**src/rtl/key_repeat_if.sv**
```systemverilog
// Key-repeat signal bundle: debounced key level in, action strobe and press status out.
interface key_repeat_if;
    logic       key_level;
    logic       key_pulse;
    logic       key_held;
    logic [7:0] press_cnt;

    modport master (output key_level, input key_pulse, key_held, press_cnt);
    modport slave  (input key_level, output key_pulse, key_held, press_cnt);
endinterface

```
**src/rtl/key_repeat.sv**
```systemverilog
// Press/auto-repeat strobe generator for one game button (IDLE -> DELAY -> REPEAT).
// Optional KEY_REPEAT_ACCEL_EN halves the repeat interval once 9 pulses were emitted in a press.
module key_repeat #(
    parameter int CLK_FREQ  = 50000000,
    parameter int DELAY_MS  = 300,
    parameter int REPEAT_MS = 80
) (
    input logic         clk,
    input logic         rst,
    key_repeat_if.slave bus
);
    localparam int DELAY_CYC  = CLK_FREQ / 1000 * DELAY_MS;
    localparam int REPEAT_CYC = CLK_FREQ / 1000 * REPEAT_MS;
    localparam int MAX_CYC    = (DELAY_CYC > REPEAT_CYC) ? DELAY_CYC : REPEAT_CYC;
    localparam int CNT_W      = $clog2(MAX_CYC);

    typedef enum logic [1:0] {
        IDLE   = 2'd0,
        DELAY  = 2'd1,
        REPEAT = 2'd2
    } state_t;

    state_t           state, state_nxt;
    logic [CNT_W-1:0] cnt, cnt_nxt;
    logic             pulse, pulse_nxt;
    logic             held, held_nxt;
    logic [7:0]       pcnt, pcnt_nxt;
    logic [7:0]       pcnt_inc;
    logic [CNT_W-1:0] rep_term;

    assign pcnt_inc = (pcnt == 8'hFF) ? pcnt : pcnt + 8'd1;

`ifdef KEY_REPEAT_ACCEL_EN
    localparam int FAST_CYC = (REPEAT_CYC / 2 < 2) ? 2 : REPEAT_CYC / 2;
    // press_cnt is registered, so the faster interval starts right after the 9th pulse
    assign rep_term = (pcnt >= 8'd9) ? CNT_W'(FAST_CYC - 1) : CNT_W'(REPEAT_CYC - 1);
`else
    assign rep_term = CNT_W'(REPEAT_CYC - 1);
`endif

    always_comb begin
        state_nxt = state;
        cnt_nxt   = cnt;
        pulse_nxt = 1'b0;
        pcnt_nxt  = pcnt;
        case (state)
            IDLE: begin
                cnt_nxt = '0;
                if (bus.key_level) begin
                    state_nxt = DELAY;
                    pulse_nxt = 1'b1;
                    pcnt_nxt  = 8'd1;
                end
            end
            DELAY: begin
                // release is checked first so it beats a coincident terminal count
                if (!bus.key_level) begin
                    state_nxt = IDLE;
                    cnt_nxt   = '0;
                end else if (cnt == CNT_W'(DELAY_CYC - 1)) begin
                    state_nxt = REPEAT;
                    cnt_nxt   = '0;
                    pulse_nxt = 1'b1;
                    pcnt_nxt  = pcnt_inc;
                end else begin
                    cnt_nxt = cnt + 1'b1;
                end
            end
            REPEAT: begin
                if (!bus.key_level) begin
                    state_nxt = IDLE;
                    cnt_nxt   = '0;
                end else if (cnt == rep_term) begin
                    cnt_nxt   = '0;
                    pulse_nxt = 1'b1;
                    pcnt_nxt  = pcnt_inc;
                end else begin
                    cnt_nxt = cnt + 1'b1;
                end
            end
            default: begin
                state_nxt = IDLE;
                cnt_nxt   = '0;
            end
        endcase
        held_nxt = (state_nxt != IDLE);
    end

    always_ff @(posedge clk) begin
        if (rst) begin
            state <= IDLE;
            cnt   <= '0;
            pulse <= 1'b0;
            held  <= 1'b0;
            pcnt  <= 8'd0;
        end else begin
            state <= state_nxt;
            cnt   <= cnt_nxt;
            pulse <= pulse_nxt;
            held  <= held_nxt;
            pcnt  <= pcnt_nxt;
        end
    end

    assign bus.key_pulse = pulse;
    assign bus.key_held  = held;
    assign bus.press_cnt = pcnt;
endmodule

```
**src/flat_wrapper.sv**
```systemverilog
// flat-port wrapper written by rule: the top's interface ports become plain ports
module key_repeat_flat 
#(
    parameter int CLK_FREQ  = 50000000,
    parameter int DELAY_MS  = 300,
    parameter int REPEAT_MS = 80
)
  (clk, rst, bus_key_level, bus_key_pulse, bus_key_held, bus_press_cnt);
  key_repeat_if bus_i ();
  input logic clk;
  input logic rst;
  input wire logic [$bits(bus_i.key_level)-1:0] bus_key_level;
  output wire logic [$bits(bus_i.key_pulse)-1:0] bus_key_pulse;
  output wire logic [$bits(bus_i.key_held)-1:0] bus_key_held;
  output wire logic [$bits(bus_i.press_cnt)-1:0] bus_press_cnt;
  assign bus_i.key_level = bus_key_level;
  assign bus_key_pulse = bus_i.key_pulse;
  assign bus_key_held = bus_i.key_held;
  assign bus_press_cnt = bus_i.press_cnt;
  key_repeat #(.CLK_FREQ(CLK_FREQ), .DELAY_MS(DELAY_MS), .REPEAT_MS(REPEAT_MS)) u_core (.clk(clk), .rst(rst), .bus(bus_i));
endmodule
```
**config.mk**
```make
export PLATFORM = sky130hd
export DESIGN_NAME = key_repeat_flat
export DESIGN_NICKNAME = d
export VERILOG_FILES = /design/src/rtl/key_repeat_if.sv /design/src/rtl/key_repeat.sv /design/src/flat_wrapper.sv
export SDC_FILE = /design/constraint.sdc
export NUM_CORES = 1
export LEC_CHECK = 0
export ABC_AREA = 0
export CAP_MARGIN = 5
export CORE_ASPECT_RATIO = 0.5
export CORE_MARGIN = 3
export CORE_UTILIZATION = 55
export CTS_CLUSTER_DIAMETER = 60
export DETAILED_ROUTE_END_ITERATION = 6
export MAX_ROUTING_LAYER = met4
export PLACE_DENSITY = 0.75
export SYNTH_ARGS = -nofsm -noshare
export SYNTH_HDL_FRONTEND = slang
export SYNTH_SLANG_ARGS = --single-unit
```
**constraint.sdc**
```tcl
create_clock -name clk -period 2.4 [get_ports clk]
set_input_delay 0.48 -clock clk [delete_from_list [all_inputs] [get_ports clk]]
set_output_delay 0.48 -clock clk [all_outputs]
set_load 0.02 [all_outputs]
```
==> impl_metrics.tcl, run 1 <==
set metrics [dict create \
    grt_pass1_vias 1521 \
    relSlewSlack_pct 64.7 \
    syn_area_per_cell_um2 8.69 \
    yosysUniqueCellTypes 39 \
    worstSetupStartpoint "u_core.state[0]" \
    cap_violations 0 \
    drv_slew 0 \
    dp.cells 263 \
    area_delta_synth_final_pct 15.8 \
    clk_path_buf_depth 2 \
    core_area_um2 3100 \
    ant_nets 0 \
    cts_resized 0 \
    rr_endpoint "u_core.bus.press_cnt[0]" \
    synth_ff_type "dfxtp_1" \
    min_period_over_period_pct 92.6 \
    skew_ps 5.64 \
    grt_first_pass_wirelength_mm 6.69 \
    pre_cts_slack_ps 192 \
    finalNonFillerCells 270 \
    setup_viol 0 \
    die_h_um 46.9 \
    finalHoldViolCount 0 \
    grt_max_degree 25 \
    cp-endpoint "u_core.bus.press_cnt[0]" \
    outcome "complete, no violations" \
    tightest_slew_ps 525 \
    antenna_found_initial 0 \
    wl_per_cell_um 15.0 \
    ir_drop_v 0.000347 \
    dp_hpwl_mm 2.82 \
    drive_above_1_share_pct 6.96 \
    min_period_ps 2220 \
    seq_area_frac_synth_pct 39.1 \
    critPathMaxFanout 7 \
    stdcell_area_um2 2130 \
    cp_data_required_time_ps 2560 \
    cts_root_buffer "clkbuf_8" \
    vias_per_cell 6.08 \
    cp-start-kind "register" \
    worst_ep_arrival_time_ps 2380 \
    fin_nets 239 \
    cts_tree "yes" \
    dieArea_um2 4120 \
    synth_nets 221 \
    worstRegToRegCells 7 \
    ctsHoldBuffers 0 \
    start_util_pct 59.4 \
    async_flop_share_pct 0 \
    portBuffers 12 \
    track_usage_pct 21.9 \
    min_from "u_core.cnt[0]" \
    crit_path_end_kind "register" \
    yosys_warnings 0 \
    synth_top_area_cell "dfxtp_1" \
    synth-edff-count 0 \
    gp_congestion 0.946 \
    pin_count 13 \
    drc 0 \
    r2r-start "u_core.state[0]" \
    post-cts-setup-buffers 0 \
    insertion_delay_ps 290 \
    hold_path_depth 1 \
    synthTopCellsByArea "dfxtp_1 39%, nor2_1 5.7%, xor2_1 5.7%" \
    fillCellCount 269 \
    post_dp_cell_area_um2 2040 \
    grt-ovfl-total 0 \
    syn_area_um2 1840 \
    reg2reg_slack_ps 180 \
    clkTransAtPathRegs_ps 70 \
    synthCells 212 \
    hp-class "reg -> reg" \
    rsz0062_at_grt "false" \
    cts_buffers 5 \
    power_per_cell_area_nw_per_um2 549 \
    htreeDepth 2 \
    dr.pass1.iters 4 \
    clock_sinks 36 \
    antenna_cells 0 \
    rows 14 \
    tns_ps 0 \
    synth-seq-cells 36 \
    dr_total_vias 1642 \
    wirelength_mm 4.04 \
    die_x_um 87.9 \
    path_class "reg -> reg" \
    leakage_nw 0.735 \
    worst_slack_ps 177 \
    synth_top_area_share_pct 39.1 \
    fmax_mhz 450 \
    drtIter0Drc 75 \
]
layout by cell type (no fill, tap or decap), types with 2 or more instances in the layout:
master	netlist	routed
and4_1	4	4
a211o_1	4	4
nor3_1	8	8
clkbuf_8	0	7
ha_1	6	6
a21oi_1	4	4
o21ai_0	6	6
nor4bb_1	2	2
and2_1	2	2
nand4_1	8	8
a32o_1	6	6
xor2_1	12	12
or3_1	3	3
xnor2_1	10	10
nor4_1	7	7
and3_1	7	7
dfxtp_1	36	36
inv_1	9	9
nor4b_1	2	2
clkdlybuf4s50_1	0	12
nand3_1	12	12
nor2_1	28	28
buf_4	0	4
nand2_1	13	13
a31oi_1	2	2
registers in the layout (all words and copies together), names as in the netlist:
| register | cells |
|---|---|
| u_core.bus.press_cnt | 8 |
| u_core.state | 2 |
| u_core.bus.key_pulse | 1 |
| u_core.cnt | 24 |
| u_core.bus.key_held | 1 |
per-layer routing:
layer | up-vias | global-route usage [%] | share of wire, %
met3 | 6 | 7.36 | 6.8
met2 | 57 | 35.0 | 45
met1 | 767 | 27.1 | 47
met4 | 0 | 5.50 | 0.64
li1 | 812 | - | -
met5 | - | - | 0
power breakdown:
| group | switching, mW | internal [mW] | total (mW) |
|---|---|---|---|
| combinational | 0.0544 | 0.0401 | 0.0945 |
| sequential | 0.00614 | 0.604 | 0.611 |
| clock | 0.211 | 0.256 | 0.467 |
| total | 0.272 | 0.900 | 1.17 |
worst min-delay path by stage:
stage	slack, ps	end
floorplan	430	u_core.cnt[0]
global placement	450	u_core.cnt[0]
detailed placement	480	u_core.cnt[0]
CTS	490	u_core.cnt[0]
global route	510	u_core.cnt[0]
finish	480	u_core.cnt[0]
cell type report:
cell class	count	area [um^2]	share of cell area, %
Clock buffer	7	96.3	4.51
Inverter	9	33.8	1.58
Multi-Input combinational cell	161	1060	49.8
Sequential cell	36	721	33.8
Tap cell	40	50.0	2.34
Timing Repair Buffer	17	170	7.97
synthesized netlist by cell type, drive strengths merged (3+ instances only):
master	n
and4	5
dfxtp	36
a21oi	4
nand2	13
nor2	28
xor2	12
nor3	9
a32o	6
o21ai	6
inv	9
nor4	7
ha	6
and3	7
a211o	4
or3	3
nand4	9
nand3	12
clkbuf	4
xnor2	10
kinds of logic (layout without fill, tap and decap cells):
logic type                 count (synthesis)  in the layout  synth area share [%]
AOI/OAI and AO/OA                         30             30                  12.2
xor gates and xnor gates                  22             22                  10.5
adders and majority gates                  6              6                  4.07
buffers and inverters                     15             33                  3.19
DFF                                       36             36                  39.1
and+or+nand+nor                          103            103                  31.0
worst max-delay path: stages (launching register included):
cell	delay, ps
dfxtp_1	400
inv_1	90
ha_1	260
nor3_1	220
o21bai_1	120
a2111o_1	490
nor3_2	380
a211oi_1	150
stage by stage:
stage | util [%] | power [mW] | hold slack (ps)
floorplan | - | 0.683 | 430
global placement | 65.7 | 0.715 | 445
detailed placement | 65.7 | 0.717 | 477
CTS | 68.8 | 1.18 | 493
global route | 68.8 | 1.21 | 513
finish | 68.8 | 1.17 | 479
No activity file was read; power rests on OpenSTA's default activity.
==> run 2: changes to the inputs <==
Settings changed: CTS_CLUSTER_SIZE set to 16.
==> results of run 2 <==
Same layout as run 1: the final DEF is identical, and so are final timing and power.
